## src/rtl/rv32_pkg.sv

```systemverilog
// rv32_pkg: RV32I opcode constants and sequencer state encodings shared by control and sequencer.
package rv32_pkg;
  localparam logic [6:0] OP_R     = 7'b0110011;
  localparam logic [6:0] OP_IMM   = 7'b0010011;
  localparam logic [6:0] OP_LOAD  = 7'b0000011;
  localparam logic [6:0] OP_STORE = 7'b0100011;
  localparam logic [6:0] OP_BR    = 7'b1100011;
  localparam logic [6:0] OP_JAL   = 7'b1101111;
  localparam logic [6:0] OP_JALR  = 7'b1100111;
  localparam logic [6:0] OP_LUI   = 7'b0110111;
  localparam logic [6:0] OP_AUIPC = 7'b0010111;
  typedef enum logic [2:0] {
    S_FETCH  = 3'd0,
    S_DECODE = 3'd1,
    S_EXEC   = 3'd2,
    S_MEM    = 3'd3,
    S_WB     = 3'd4,
    S_TRAP   = 3'd7
  } state_t;
  function automatic logic is_legal(input logic [6:0] op);
    return op inside {OP_R, OP_IMM, OP_LOAD, OP_STORE, OP_BR, OP_JAL, OP_JALR, OP_LUI, OP_AUIPC};
  endfunction
endpackage

```

## src/rtl/mem_wait_timer.sv

```systemverilog
// mem_wait_timer: counts memory wait cycles; o_tc flags the wait cycle that reaches MEM_TIMEOUT.
module mem_wait_timer #(
  parameter int MEM_TIMEOUT = 16
) (
  input  logic clk,
  input  logic rst,
  input  logic i_clr,
  input  logic i_en,
  output logic o_tc
);
  localparam int W = $clog2(MEM_TIMEOUT + 1);
  logic [W-1:0] r_cnt;
  always_ff @(posedge clk)
    if (rst || i_clr) r_cnt <= '0;
    else if (i_en) r_cnt <= r_cnt + 1'b1;
  assign o_tc = i_en && (r_cnt == W'(MEM_TIMEOUT - 1));
endmodule

```

## src/rtl/multicycle_sequencer.sv

```systemverilog
// multicycle_sequencer: multi-cycle RV32I FSM sharing one handshaked memory port between fetch and load/store.
module multicycle_sequencer
  import rv32_pkg::*;
#(
  parameter int MEM_TIMEOUT = 16,
  parameter int CNT_W       = 32
) (
  input  logic             clk,
  input  logic             rst,
  input  logic [6:0]       opcode,
  input  logic             ctl_regwen,
  input  logic [1:0]       ctl_memwen,
  input  logic             mem_ready,
  output logic             mem_req,
  output logic             mem_addr_sel,
  output logic [1:0]       mem_we,
  output logic             ir_load,
  output logic             mdr_load,
  output logic             pc_write,
  output logic             reg_we,
  output logic             trap,
  output logic [2:0]       state,
  output logic [CNT_W-1:0] instret
);
  state_t r_state, w_next;
  logic [CNT_W-1:0] r_instret;
  logic w_tc, w_is_st, w_is_ls;
  assign w_is_st = opcode == OP_STORE;
  assign w_is_ls = w_is_st || opcode == OP_LOAD;
  // Any state change restarts the wait count, so each access gets a fresh budget.
  mem_wait_timer #(.MEM_TIMEOUT(MEM_TIMEOUT)) u_timer (
    .clk  (clk),
    .rst  (rst),
    .i_clr(w_next != r_state),
    .i_en (mem_req && !mem_ready),
    .o_tc (w_tc)
  );
  always_comb begin
    w_next       = r_state;
    mem_req      = 1'b0;
    mem_addr_sel = 1'b0;
    mem_we       = 2'b00;
    ir_load      = 1'b0;
    mdr_load     = 1'b0;
    pc_write     = 1'b0;
    reg_we       = 1'b0;
    unique case (r_state)
      S_FETCH: begin
        mem_req = 1'b1;
        ir_load = mem_ready;
        w_next  = mem_ready ? S_DECODE : w_tc ? S_TRAP : S_FETCH;
      end
      S_DECODE: w_next = is_legal(opcode) ? S_EXEC : S_TRAP;
      S_EXEC:   w_next = w_is_ls ? S_MEM : S_WB;
      S_MEM: begin
        mem_req      = 1'b1;
        mem_addr_sel = 1'b1;
        mem_we       = w_is_st ? ctl_memwen : 2'b00;
        mdr_load     = mem_ready && !w_is_st;
        pc_write     = mem_ready && w_is_st;
        w_next       = mem_ready ? (w_is_st ? S_FETCH : S_WB) : w_tc ? S_TRAP : S_MEM;
      end
      S_WB: begin
        reg_we   = ctl_regwen;
        pc_write = 1'b1;
        w_next   = S_FETCH;
      end
      default: w_next = S_TRAP;
    endcase
  end
  always_ff @(posedge clk)
    if (rst) begin
      r_state   <= S_FETCH;
      r_instret <= '0;
    end else begin
      r_state   <= w_next;
      r_instret <= pc_write ? r_instret + 1'b1 : r_instret;
    end
  assign trap    = r_state == S_TRAP;
  assign state   = r_state;
  assign instret = r_instret;
endmodule

```

## config.mk

```make
export PLATFORM = sky130hd
export DESIGN_NAME = multicycle_sequencer
export DESIGN_NICKNAME = d
export VERILOG_FILES = /design/src/rtl/rv32_pkg.sv /design/src/rtl/mem_wait_timer.sv /design/src/rtl/multicycle_sequencer.sv
export SDC_FILE = /design/constraint.sdc
export NUM_CORES = 1
export LEC_CHECK = 0
export BUFFER_PORTS_ARGS = -buffer_cell sky130_fd_sc_hd__buf_2
export CAP_MARGIN = 30
export CORE_ASPECT_RATIO = 0.8
export CORE_MARGIN = 5
export CORE_UTILIZATION = 45
export DETAILED_ROUTE_END_ITERATION = 6
export GPL_ROUTABILITY_DRIVEN = 0
export PLACE_DENSITY_LB_ADDON = 0.12
export SYNTH_ARGS = -nofsm -noshare
export SYNTH_HDL_FRONTEND = slang
export SYNTH_HIERARCHICAL = 1
export SYNTH_SLANG_ARGS = --single-unit
```

## constraint.sdc

```tcl
create_clock -name clk -period 2.85 [get_ports clk]
set_input_delay 0.1425 -clock clk [delete_from_list [all_inputs] [get_ports clk]]
set_output_delay 0.1425 -clock clk [all_outputs]
set_load 0.01 [all_outputs]
```

# Word-level counts from Yosys, hierarchy flattened

Cells that the tools add are included.

Bits in registers: 40
Input bits: 13
Output and inout port bits: 44
Logic and storage cells: 48

$add $sub $neg: 2
Equality and inequality tests: 16
Muxes and demuxes: 16
Reductions and logical operators: 11

Operators with widths:

| kind                  | number |
|---|---|
| $add 32x1->32 const B | 1 |
| $eq 7x6->1 const B    | 3 |
| $eq 7x7->1 const B    | 3 |
| $mux 3                | 7 |
| $pmux 3 s5            | 1 |
| $eq 7x5->1 const B    | 2 |
| $reduce_bool 9->1     | 1 |
| $eq 7x2->1 const B    | 1 |
| $eq 3x2->1 const B    | 2 |
| $eq 3x3->1 const B    | 2 |
| $add 5x1->5 const B   | 1 |
| $eq 5x4->1 const B    | 1 |
| $mux 1                | 5 |
| $logic_and 1x1->1     | 4 |
| $mux 2                | 2 |
| $eq 3x1->1 const B    | 1 |
| $logic_not 3->1       | 1 |
| $ne 3x3->1            | 1 |
| $logic_not 1->1       | 2 |
| $logic_or 1x1->1      | 2 |
| $pmux 1 s2            | 1 |
| $reduce_or 2->1       | 1 |

# Longest topological paths before layout

Gate-level depths: netlist of run 1.

Depth after elaboration: 10
Gate-level depth with buffers: 13
Gate-level depth less buffers: 11

# Cells and area by module

Netlist of run 1, hierarchy kept.

By module, submodules not included:

| module               | instances | cells each | area each (µm²) |
|---|---|---|---|
| multicycle_sequencer | 1         | 248        | 1,913.1 |
| mem_wait_timer       | 1         | 25         | 272.8 |

# Worst setup path after synthesis of run 1

No wires, ideal clock.

Path kind: reg2reg
From: reg r_state[1] (netlist: state[1])
To: reg u_timer.r_cnt[4]
Setup time: 0.079 ns
Arrival: 2.708 ns
Data required time: 2.771 ns
Slack: 0.063 ns
Cell stages (with the launch flop): 14
Clock period less this slack: 2.787 ns
Cell sequence: dfxtp_1 or2_2 clkbuf_1 a21oi_1 nor2b_1 buf_6 and2_1 nor2b_1 or3_1 o21ai_0 o21bai_1 a311o_1 or2_1 a211oi_2

Word-level cells in the longest chain between the ends: 10
Elaborated cells between the ends (all ways): 16
Classes of those cells: 5 x eq/ne; 6 x mux; 5 x reduce/logical

RTL lines:

| item                                          | RTL line                                               | source |
|---|---|---|
| start, declared                               | multicycle_sequencer.sv:25                             | `state_t r_state, w_next;` |
| start signal, assigned                        | multicycle_sequencer.sv:76                             | `r_state <= w_next;` |
| $eq 3x2->1 or $logic_not 3->1 (tied branches) | multicycle_sequencer.sv:47                             | `unique case (r_state)` |
| $reduce_or 2->1 (no line) (*)                 | -                                                      |  |
| $mux 1 (*)                                    | multicycle_sequencer.sv:47                             |  |
| named net mem_req                             | multicycle_sequencer.sv:14                             | `output logic mem_req,` |
| $logic_and 1x1->1 (*)                         | multicycle_sequencer.sv:35                             | `.i_en (mem_req && !mem_ready),` |
| $logic_and 1x1->1 (*)                         | mem_wait_timer.sv:16                                   | `assign o_tc = i_en && (r_cnt == W'(MEM_TIMEOUT - 1));` |
| named net w_tc                                | multicycle_sequencer.sv:27                             | `logic w_tc, w_is_st, w_is_ls;` |
| $mux 3 (on tied branches) (2 in a row)        | multicycle_sequencer.sv:51, multicycle_sequencer.sv:61 |  |
| $pmux 3 s5 (*)                                | multicycle_sequencer.sv:47                             |  |
| $ne 3x3->1 (*)                                | multicycle_sequencer.sv:34                             | `.i_clr(w_next != r_state),` |
| $logic_or 1x1->1 (*)                          | mem_wait_timer.sv:14                                   | `if (rst \|\| i_clr) r_cnt <= '0;` |
| end signal, assigned                          | mem_wait_timer.sv:15                                   | `else if (i_en) r_cnt <= r_cnt + 1'b1;` |
| end, declared                                 | mem_wait_timer.sv:12                                   | `logic [W-1:0] r_cnt;` |

The timed path passes the listed nets; every way through them passes the cells marked *.
A chain may end at the register's enable or synchronous reset.

# Worst setup path in the final report of run 1

From: reg u_timer.r_cnt[0]
To: reg u_timer.r_cnt[4]

Word-level cells in the longest chain between the ends: 7
Elaborated cells between the ends (all ways): 10
Classes of those cells: 1 x add/sub; 2 x eq/ne; 5 x mux; 2 x reduce/logical

RTL lines:

| item                                   | RTL line |
|---|---|
| $eq 5x4->1 (*)                         | mem_wait_timer.sv:16 |
| $logic_and 1x1->1 (*)                  | mem_wait_timer.sv:16 |
| named net w_tc                         | multicycle_sequencer.sv:27 |
| $mux 3 (on tied branches) (2 in a row) | multicycle_sequencer.sv:51, multicycle_sequencer.sv:61 |
| $pmux 3 s5 (*)                         | multicycle_sequencer.sv:47 |
| $ne 3x3->1 (*)                         | multicycle_sequencer.sv:34 |
| $logic_or 1x1->1 (*)                   | mem_wait_timer.sv:14 |

Marks and branches as above.

==> summary.md, run 1 <==
| Metric | Value |
|---|---|
| Worst Max-Slew Pin Slew | `0.687 ns` |
| Vias per cell | `5.40` |
| Mapped cell area | `0.00219 mm²` |
| M1 GR Usage | `23.9%` |
| GR Util All Layers | `16.7%` |
| Die X | `87.9 µm` |
| Cell Pwr Density | `624 mW/mm²` |
| Post CTS Setup Buffer Count | `0` |
| # setup viols final | `0` |
| Inserted Diodes | `0` |
| Layout area overhead | `22.2%` |
| Asr flop ratio synth | `0%` |
| Top cell type's share of synthesized area | `36.6%` |
| Cts bufs inserted | `5` |
| Post-Synthesis Cells | `273` |
| Worst Hold Class | `input pin to flip-flop` |
| Syn_nets | `289` |
| Max Root-Sink Buffers | `2` |
| Setup CP Type | `flip-flop to flip-flop` |
| TritonCTS clock tree | `yes` |
| Hold_buf cts | `0` |
| # clock sinks | `40` |
| Ports | `57` |
| Clock root buffer | `clkbuf_8` |
| Post-cts sizing count | `0` |
| Share of cells above drive strength 1 | `24.3%` |
| Setup_tns | `0 ns` |
| Final HPWL DP | `3690 µm` |
| Crit path time final | `2.64 ns` |
| CP endpoint kind | `flip-flop` |
| Fin crit share | `92.6%` |
| H-Tree Depth | `2` |
| Average size of a mapped cell | `8.01 µm²` |
| Worst-path fanout max | `4` |
| Fin cells | `393` |
| Clk slew on worst S/H paths | `0.08 ns` |
| Final hold vios | `0` |
| Number of flops mapped to enable cells by yosys | `0` |
| Outcome | `finished clean` |
| Grt ovf | `0` |
| Met2 Use GR | `24.7%` |
| Max-cap viol count | `0` |
| Leak pwr | `0.00108 µW` |
| F_max | `379 MHz` |
| Initial antenna violation count | `0` |
| First-pass GRT wire length | `8580 µm` |
| Yosys warns | `6` |
| Nets | `348` |
| Routed wire per std cell | `12.9 µm` |
| Leading area contributor after synthesis | `dfxtp_1` |
| Via count | `2124` |
| Final Skew | `0.00825 ns` |
| CP startpoint kind | `flip-flop` |
| Required @ worst endpoint | `3.06 ns` |
| Filler cell count | `453` |
| Clk_lat worst skew | `0.29 ns` |
| WP data arrival | `2.85 ns` |
| Cell Rows | `22` |
| Total iterations of the first detailed-routing run | `4` |
| Post-route ant nets | `0` |
| Top-count cell post-synth | `dfxtp_1` |
| Count of cell types in the netlist | `45` |
| Cells after DPL | `385` |
| Vias in the first global route | `1895` |
| Synth top area cells | `dfxtp_1 37%, a21oi_1 5.7%, nor2_1 5.7%` |
| Setup repair after global routing missed its margin | `no` |
| Initial core utilization | `47.0%` |
| Top cells by count, synth | `40 x dfxtp_1, 33 x nor2_1, 25 x a21oi_1` |
| Primary flip-flop cell chosen by synthesis mapping | `dfxtp_1` |
| Slew HR | `54.2%` |
| Core area | `0.00465 mm²` |
| PortBufs | `56` |
| VDD IR max | `302 µV` |
| Final Max Slew Viols | `0` |
| Synthesis-stage register bit count | `40` |
| Area of the die | `0.00636 mm²` |
| 1st-iter DRT viols | `167` |
| Largest net degree at the start of global routing | `39` |
| Met3 Use GR | `3.86%` |
| Routed WL | `5060 µm` |
| GRT busiest layer | `met2` |
| DRC | `0` |
| Sequential area share after synthesis | `36.6%` |
| Chip height | `72.3 µm` |
registers in the layout, summed over array words and instances (netlist names):
name	cells
state	3
instret	32
u_timer/r_cnt	5
path summary, 6_finish.rpt:
check / startpoint / end / slack [ns] / depth (start not counted)
max: u_timer/r_cnt[0]$_SDFFE_PP0P_ / u_timer/r_cnt[4]$_SDFFE_PP0P_ / 0.21 / 11
min: mem_ready / state[1]$_SDFF_PP0_ / 0.27 / 3
max reg2reg: u_timer/r_cnt[0]$_SDFFE_PP0P_ / u_timer/r_cnt[4]$_SDFFE_PP0P_ / 0.21 / 11
min reg2reg: instret[29]$_SDFFE_PP0P_ / instret[29]$_SDFFE_PP0P_ / 0.50 / 2
worst max-delay path, stage by stage, from the launching register on:
cell and delay (ns):
dfxtp_1 0.36, ha_1 0.24, and3_1 0.18, ha_1 0.16
and2_1 0.15, nor2b_1 0.13, or3_1 0.32, o21ai_0 0.09
o21bai_1 0.08, a311o_1 0.36, or2_1 0.29, a211oi_2 0.19
power by group:
group	switching (µW)	leakage, µW	internal, µW	total, µW
sequential	27.8	0.000323	595	623
combinational	322	0.000688	215	537
clock	197	0.0000645	309	506
layout make-up:
type	instances	area, µm²	share of cell area (%)
inverter	8	30.0	1.12
clock buffer	7	96.3	3.61
multi-input combinational	212	1290	48.3
sequential	40	801	30.0
clock inverter	1	30.0	1.12
tap	60	75.1	2.81
timing repair buffer	65	348	13.0
metal layers:
layer  share of wire (%)  up-vias
li1                    -     1107
met2                  42       44
met1                  52      968
met3                 4.8        5
met5                   0        -
met4                0.95        0
logic make-up after synthesis:
kind of cell | share of synthesized area (%)
flip-flops | 36.6
multiplexers | 1.14
buffers and inverters | 4.35
AO/OA/AOI/OAI | 21.0
AND/OR/NAND/NOR | 28.8
XOR/XNOR | 6.41
adder cells (fa/ha/maj) | 1.72
through the flow:
step	cell area [µm²]	hold slack (ns)	setup WS (ns)	utilization [%]	power [µW]
5_1_grt	2670	0.272	0.0336	57.4	1770
4_1_cts	2670	0.261	0.201	57.4	1680
3_3_place_gp	2540	0.484	0.258	54.7	1170
3_5_place_dp	2540	0.495	0.219	54.7	1170
2_1_floorplan	2190	0.334	0.0631	-	1000
6_report	2670	0.267	0.211	57.4	1670
layout by cell type, fill, tap and decap left out, types with 2 or more instances in the layout:
master / netlist / layout
buf_2: 1 / 56
dfxtp_1: 40 / 40
nor2_1: 33 / 33
a21oi_1: 25 / 25
o21ai_0: 24 / 24
nand2_1: 18 / 18
or3_1: 17 / 17
xor2_1: 14 / 14
nand3_1: 10 / 10
buf_4: 0 / 9
inv_1: 8 / 8
o2111ai_1: 7 / 7
o211ai_1: 7 / 7
clkbuf_8: 0 / 7
and2_1: 6 / 6
and3_1: 5 / 5
nor4_1: 4 / 4
nand4_1: 4 / 4
nor2b_1: 3 / 3
nor3b_1: 3 / 3
nor3_1: 3 / 3
ha_1: 3 / 3
or2_2: 2 / 2
or4_1: 2 / 2
a211oi_1: 2 / 2
xnor2_1: 2 / 2
No activity file was read; power rests on OpenSTA's default activity.
==> run 2: changes to the inputs <==
Clock period 2.85 ns to 2.95 ns, I/O delays scaled along.
==> summary.md, run 2 (synthesis gave the netlist of run 1 again) <==
| Metric | Value |
|---|---|
| Outcome | `finished clean` |
| Area occupied by multi-input gates | `0.00129 mm²` |
| Vias in the first global route | `1834` |
| Max Root-Sink Buffers | `2` |
| VDD IR max | `334 µV` |
| CP endpoint kind | `flip-flop` |
| Setup slack at placement | `0.286 ns` |
| Worst-path fanout max | `4` |
| Count of buffer and inverter cells on the critical path | `0` |
| Routed WL | `5150 µm` |
| Area of the die | `0.00636 mm²` |
| Finished Cell Area | `0.00263 mm²` |
| Total iterations of the first detailed-routing run | `4` |
| PortBufs | `56` |
| Via count | `2100` |
| Cts bufs inserted | `5` |
| Max Used Layer | `met4` |
| Clk_lat worst skew | `0.29 ns` |
| Layout area overhead | `20.3%` |
| Commonest non-fill, non-tap cells in the layout | `56 x buf_2, 40 x dfxtp_1, 33 x nor2_1` |
| Post-route ant nets | `0` |
| Sequential cell area | `801 µm²` |
| Ports | `57` |
| Met3 WL post-DR | `321 µm` |
| Nets | `345` |
| Worst Max-Slew Pin Slew | `0.688 ns` |
| Chip height | `72.3 µm` |
| GR Util All Layers | `16.4%` |
| # setup viols final | `0` |
| Setup repair after global routing missed its margin | `no` |
| Largest net degree at the start of global routing | `39` |
| Setup CP Type | `flip-flop to flip-flop` |
| WP data arrival | `2.90 ns` |
| Post-cts sizing count | `0` |
| Clock root buffer | `clkbuf_8` |
| Slew HR | `54.1%` |
| Grt ovf | `0` |
| Fin crit share | `90.7%` |
| Max reg flops | `32` |
| Core area | `0.00465 mm²` |
| Final hold vios | `0` |
| DRC | `0` |
| Top cell by count, worst path | `ha_1` |
| Slowest stage delay, CP | `0.36 ns` |
| Most common cell after layout, fill and taps aside | `buf_2` |
| Post CTS Setup Buffer Count | `0` |
| Die X | `87.9 µm` |
| Crit path time final | `2.68 ns` |
| TritonCTS clock tree | `yes` |
| Required @ worst endpoint | `3.17 ns` |
| Met2 wire len | `2200 µm` |
| Cell Pwr Density | `587 mW/mm²` |
| 1st-iter DRT viols | `164` |
| Cells after DPL | `382` |
| Final Max Slew Viols | `0` |
| Wire length on met1 | `2590 µm` |
| Setup ws final | `0.274 ns` |
| Total power | `1540 µW` |
| Final Skew | `0.00309 ns` |
| Dpl cell area | `0.00252 mm²` |
| Max-cap viol count | `0` |
| Routed wire per std cell | `13.2 µm` |
| F_max | `374 MHz` |
| Crit-path cells | `ha_1 -> and3_1 -> ha_1 -> and2_1 -> nor2b_1 -> or3_1 -> o21ai_0 -> o21bai_1 -> a311o_1 -> or2_1 -> a211oi_2` |
| H-Tree Depth | `2` |
| Filler cell count | `470` |
| Initial antenna violation count | `0` |
| # clock sinks | `40` |
| Inserted Diodes | `0` |
| CP startpoint kind | `flip-flop` |
| Leak pwr | `0.00105 µW` |
| Setup_tns | `0 ns` |
| Cell Rows | `22` |
| First-pass GRT wire length | `8340 µm` |
| Crit path max-delay family | `simple AND/OR/NAND/NOR gates` |
| Fin cells | `390` |
| Worst Hold Class | `input pin to flip-flop` |
| Share of cells above drive strength 1 | `23.3%` |
| Clk slew on worst S/H paths | `0.08 ns` |
| Hold_buf cts | `0` |
| CP max stage cell | `dfxtp_1` |
| Vias per cell | `5.38` |
| Final HPWL DP | `3730 µm` |
| Initial core utilization | `47.0%` |
-- run 2: changes by cell type in the layout (fill, tap and decap cells not counted), sizes merged --
cell    previous run  this run
clkbuf             7         6
clkinv             0         1
buf               65        62
-- run 2: layout make-up --
| cell class | instances | area share (%) |
|---|---|---|
| inverters | 8 | 1.14 |
| flip-flops and latches | 40 | 30.5 |
| multi-input cells | 212 | 49.1 |
| well taps | 60 | 2.86 |
| clock inverters | 2 | 1.33 |
| repair buffers | 62 | 12.4 |
| clock buffers | 6 | 2.76 |
-- run 2: final timing paths --
path,endpoint,depth (start not counted),slack (ns),startpoint
worst max register to register,u_timer/r_cnt[4]$_SDFFE_PP0P_,11,0.27,u_timer/r_cnt[0]$_SDFFE_PP0P_
worst max-delay path,u_timer/r_cnt[4]$_SDFFE_PP0P_,11,0.27,u_timer/r_cnt[0]$_SDFFE_PP0P_
worst min register to register,instret[1]$_SDFFE_PP0P_,2,0.50,instret[1]$_SDFFE_PP0P_
worst min-delay path,state[1]$_SDFF_PP0_,3,0.25,mem_ready
-- run 2: metrics by stage --
step / hold WS [ns] / util (%)
2_1_floorplan: 0.339 / -
3_3_place_gp: 0.483 / 54.2
3_5_place_dp: 0.489 / 54.2
4_1_cts: 0.250 / 56.5
5_1_grt: 0.282 / 56.5
6_report: 0.253 / 56.5
-- run 2: tightest hold or removal path: cells and delay by family --
family / cells / cell delay (ns)
buffers and inverters: 1 / 0.16
and+or+nand+nor: 1 / 0.12
AOI/OAI and AO/OA: 1 / 0.06
-- run 2: metal layers --
| metal | vias to the layer above | track usage (%) |
|---|---|---|
| li1 | 1100 | - |
| met1 | 936 | 23.9 |
| met2 | 59 | 24.1 |
| met3 | 5 | 3.41 |
| met4 | 0 | 5.28 |
| met5 | - | 0 |
-- run 2: power breakdown --
part           internal (µW)  switching [µW]  total (µW)  leakage, µW
combinational            195             300         495     0.000672
clock                    251             188         439    0.0000552
sequential               575            33.5         609     0.000323
==> run 3: changes to the inputs <==
Settings changed: ABC_AREA set to 1, PLACE_DENSITY set to 0.67, PLACE_DENSITY_LB_ADDON 0.12 to not set, REMOVE_ABC_BUFFERS set to 1.
==> summary.md, run 3 <==
| Metric | Value |
|---|---|
| Outcome | `finished clean` |
| Core area | `0.00544 mm²` |
| CP startpoint kind | `flip-flop` |
| Post-Synthesis Cells | `416` |
| Final HPWL DP | `4860 µm` |
| Initial core utilization | `46.2%` |
| Total iterations of the first detailed-routing run | `4` |
| WP data arrival | `2.49 ns` |
| R2R Path End | `u_timer/r_cnt[0]$_SDFFE_PP0P_` |
| Cell Rows | `24` |
| Top-count cell post-synth | `nand2_1` |
| Synth top area cells | `dfxtp_1 32%, nand2_1 17%, nor2_1 13%` |
| Reg2Reg Depth | `17` |
| Clk_lat worst skew | `0.29 ns` |
| TritonCTS clock tree | `yes` |
| Max-cap viol count | `0` |
| Leak pwr | `0.00125 µW` |
| CP endpoint kind | `flip-flop` |
| Count of cell types in the netlist | `31` |
| Hold_buf cts | `0` |
| VDD IR max | `305 µV` |
| Final Max Slew Viols | `0` |
| Number of flops mapped to enable cells by yosys | `0` |
| Final hold vios | `0` |
| Sequential area share after synthesis | `31.9%` |
| Routed WL | `6390 µm` |
| Synthesis-stage register bit count | `40` |
| R2r setup slk | `0.69 ns` |
| Via count | `2682` |
| Setup_tns | `0 ns` |
| Hold path start | `rst` |
| Grt ovf | `0` |
| Final Skew | `0.00897 ns` |
| Sequential cell area | `801 µm²` |
| # clock sinks | `40` |
| Area occupied by multi-input gates | `0.00146 mm²` |
| Clk slew on worst S/H paths | `0.08 ns` |
| Primary flip-flop cell chosen by synthesis mapping | `dfxtp_1` |
| Hold Crit Depth | `2` |
| Area of the die | `0.00718 mm²` |
| Cell Pwr Density | `533 mW/mm²` |
| Largest net degree at the start of global routing | `52` |
| Initial antenna violation count | `0` |
| Top cell type's share of synthesized area | `31.9%` |
| F_max | `442 MHz` |
| Hold EP | `instret[26]$_SDFFE_PP0P_` |
| Top cells by count, synth | `116 x nand2_1, 89 x nor2_1, 43 x inv_1` |
| Mapped cell area | `0.00251 mm²` |
| Nets | `487` |
| Leading area contributor after synthesis | `dfxtp_1` |
| First-pass GRT wire length | `10700 µm` |
| GR Util All Layers | `18.0%` |
| Fin crit share | `76.7%` |
| Setup CP Type | `flip-flop to flip-flop` |
| Total power | `1540 µW` |
| Die X | `93.5 µm` |
| Max reg flops | `32` |
| Worst Hold Class | `input pin to flip-flop` |
| Worst-path fanout max | `10` |
| Cts bufs inserted | `5` |
| Inserted Diodes | `0` |
| Post CTS Setup Buffer Count | `0` |
| H-Tree Depth | `2` |
| Asr flop ratio synth | `0%` |
| Routed wire per std cell | `11.6 µm` |
| Post-cts sizing count | `0` |
| Most common cell after layout, fill and taps aside | `nand2_1` |
| Clock root buffer | `clkbuf_8` |
| Share of cells above drive strength 1 | `18.5%` |
| # setup viols final | `0` |
| Vias per cell | `4.89` |
| Chip height | `76.8 µm` |
| Worst Max-Slew Pin Slew | `0.740 ns` |
| Slew HR | `50.6%` |
| Filler cell count | `568` |
| Vias in the first global route | `2350` |
| Post-route ant nets | `0` |
| Yosys warns | `6` |
| R2R Path Start | `state[2]$_SDFF_PP0_` |
| Max Root-Sink Buffers | `2` |
| Commonest non-fill, non-tap cells in the layout | `116 x nand2_1, 89 x nor2_1, 56 x buf_2` |
| 1st-iter DRT viols | `203` |
| Ports | `57` |
| Average size of a mapped cell | `6.03 µm²` |
| Crit path time final | `2.26 ns` |
| Layout area overhead | `15.6%` |
| PortBufs | `56` |
| DRC | `0` |
| Setup repair after global routing missed its margin | `no` |
| Required @ worst endpoint | `3.17 ns` |
-- run 3: logic make-up after synthesis --
kind of cell | synth area share [%]
flip-flops | 31.9
buffers and inverters | 9.77
XOR/XNOR | 1.05
AND/OR/NAND/NOR | 47.6
AO/OA/AOI/OAI | 8.18
adder cells (fa/ha/maj) | 1.50
-- run 3: metal layers --
| layer | vias to the layer above | track usage, % | wire (µm) |
|---|---|---|---|
| met4 | 0 | 3.95 | 40 |
| met1 | 1196 | 25.7 | 3150 |
| met2 | 67 | 27.7 | 2750 |
| met3 | 4 | 3.82 | 452 |
| met5 | - | 0 | 0 |
| li1 | 1415 | - | - |
-- run 3: worst max path at each step --
stage	depth (start not counted)	start	slack (ns)	end
2_1_floorplan	15	state[1]$_SDFF_PP0_	0.77	u_timer/r_cnt[0]$_SDFFE_PP0P_
3_3_place_gp	17	state[2]$_SDFF_PP0_	0.80	u_timer/r_cnt[0]$_SDFFE_PP0P_
3_5_place_dp	17	state[2]$_SDFF_PP0_	0.71	u_timer/r_cnt[0]$_SDFFE_PP0P_
4_1_cts	17	state[2]$_SDFF_PP0_	0.69	u_timer/r_cnt[0]$_SDFFE_PP0P_
5_1_grt	17	state[2]$_SDFF_PP0_	0.39	u_timer/r_cnt[4]$_SDFFE_PP0P_
6_report	17	state[2]$_SDFF_PP0_	0.69	u_timer/r_cnt[0]$_SDFFE_PP0P_
-- run 3: cell type report --
class                      count  share of cell area (%)
multi-input combinational    321                    50.5
inverter                      46                    5.95
sequential                    40                    27.6
tap                           78                    3.36
clock buffer                   6                    2.50
timing repair buffer          57                    9.92
clock inverter                 1                   0.173
-- run 3: critical path: stages (launching register included) --
cell and delay, ns:
dfxtp_1 0.43, inv_1 0.11, nand2_1 0.15, a21oi_1 0.09
buf_4 0.17, nand2_1 0.06, inv_1 0.04, nand2_1 0.08
nor2_1 0.05, nor2_1 0.14, nand3_1 0.10, nand2_1 0.07
nand2_1 0.05, nor2_1 0.08, nand2_1 0.05, nor2_1 0.25
o21ai_0 0.13, a21oi_1 0.12
-- run 3: through the flow --
step	hold slack (ns)	worst slack (ns)	instance area [µm²]	utilization [%]	std cells
global route	0.223	0.389	2900	53.4	549
global placement	0.485	0.802	2820	51.9	542
detailed placement	0.493	0.709	2820	51.9	542
finish	0.214	0.688	2900	53.4	549
floorplan	0.217	0.766	2440	-	407
CTS	0.214	0.688	2900	53.4	549
-- run 3: power by group --
| group | switching [µW] | internal [µW] | leakage (µW) |
|---|---|---|---|
| combinational | 387 | 180 | 0.000882 |
| sequential | 49.4 | 579 | 0.000323 |
| clock | 188 | 161 | 0.0000410 |
| total | 625 | 920 | 0.00125 |
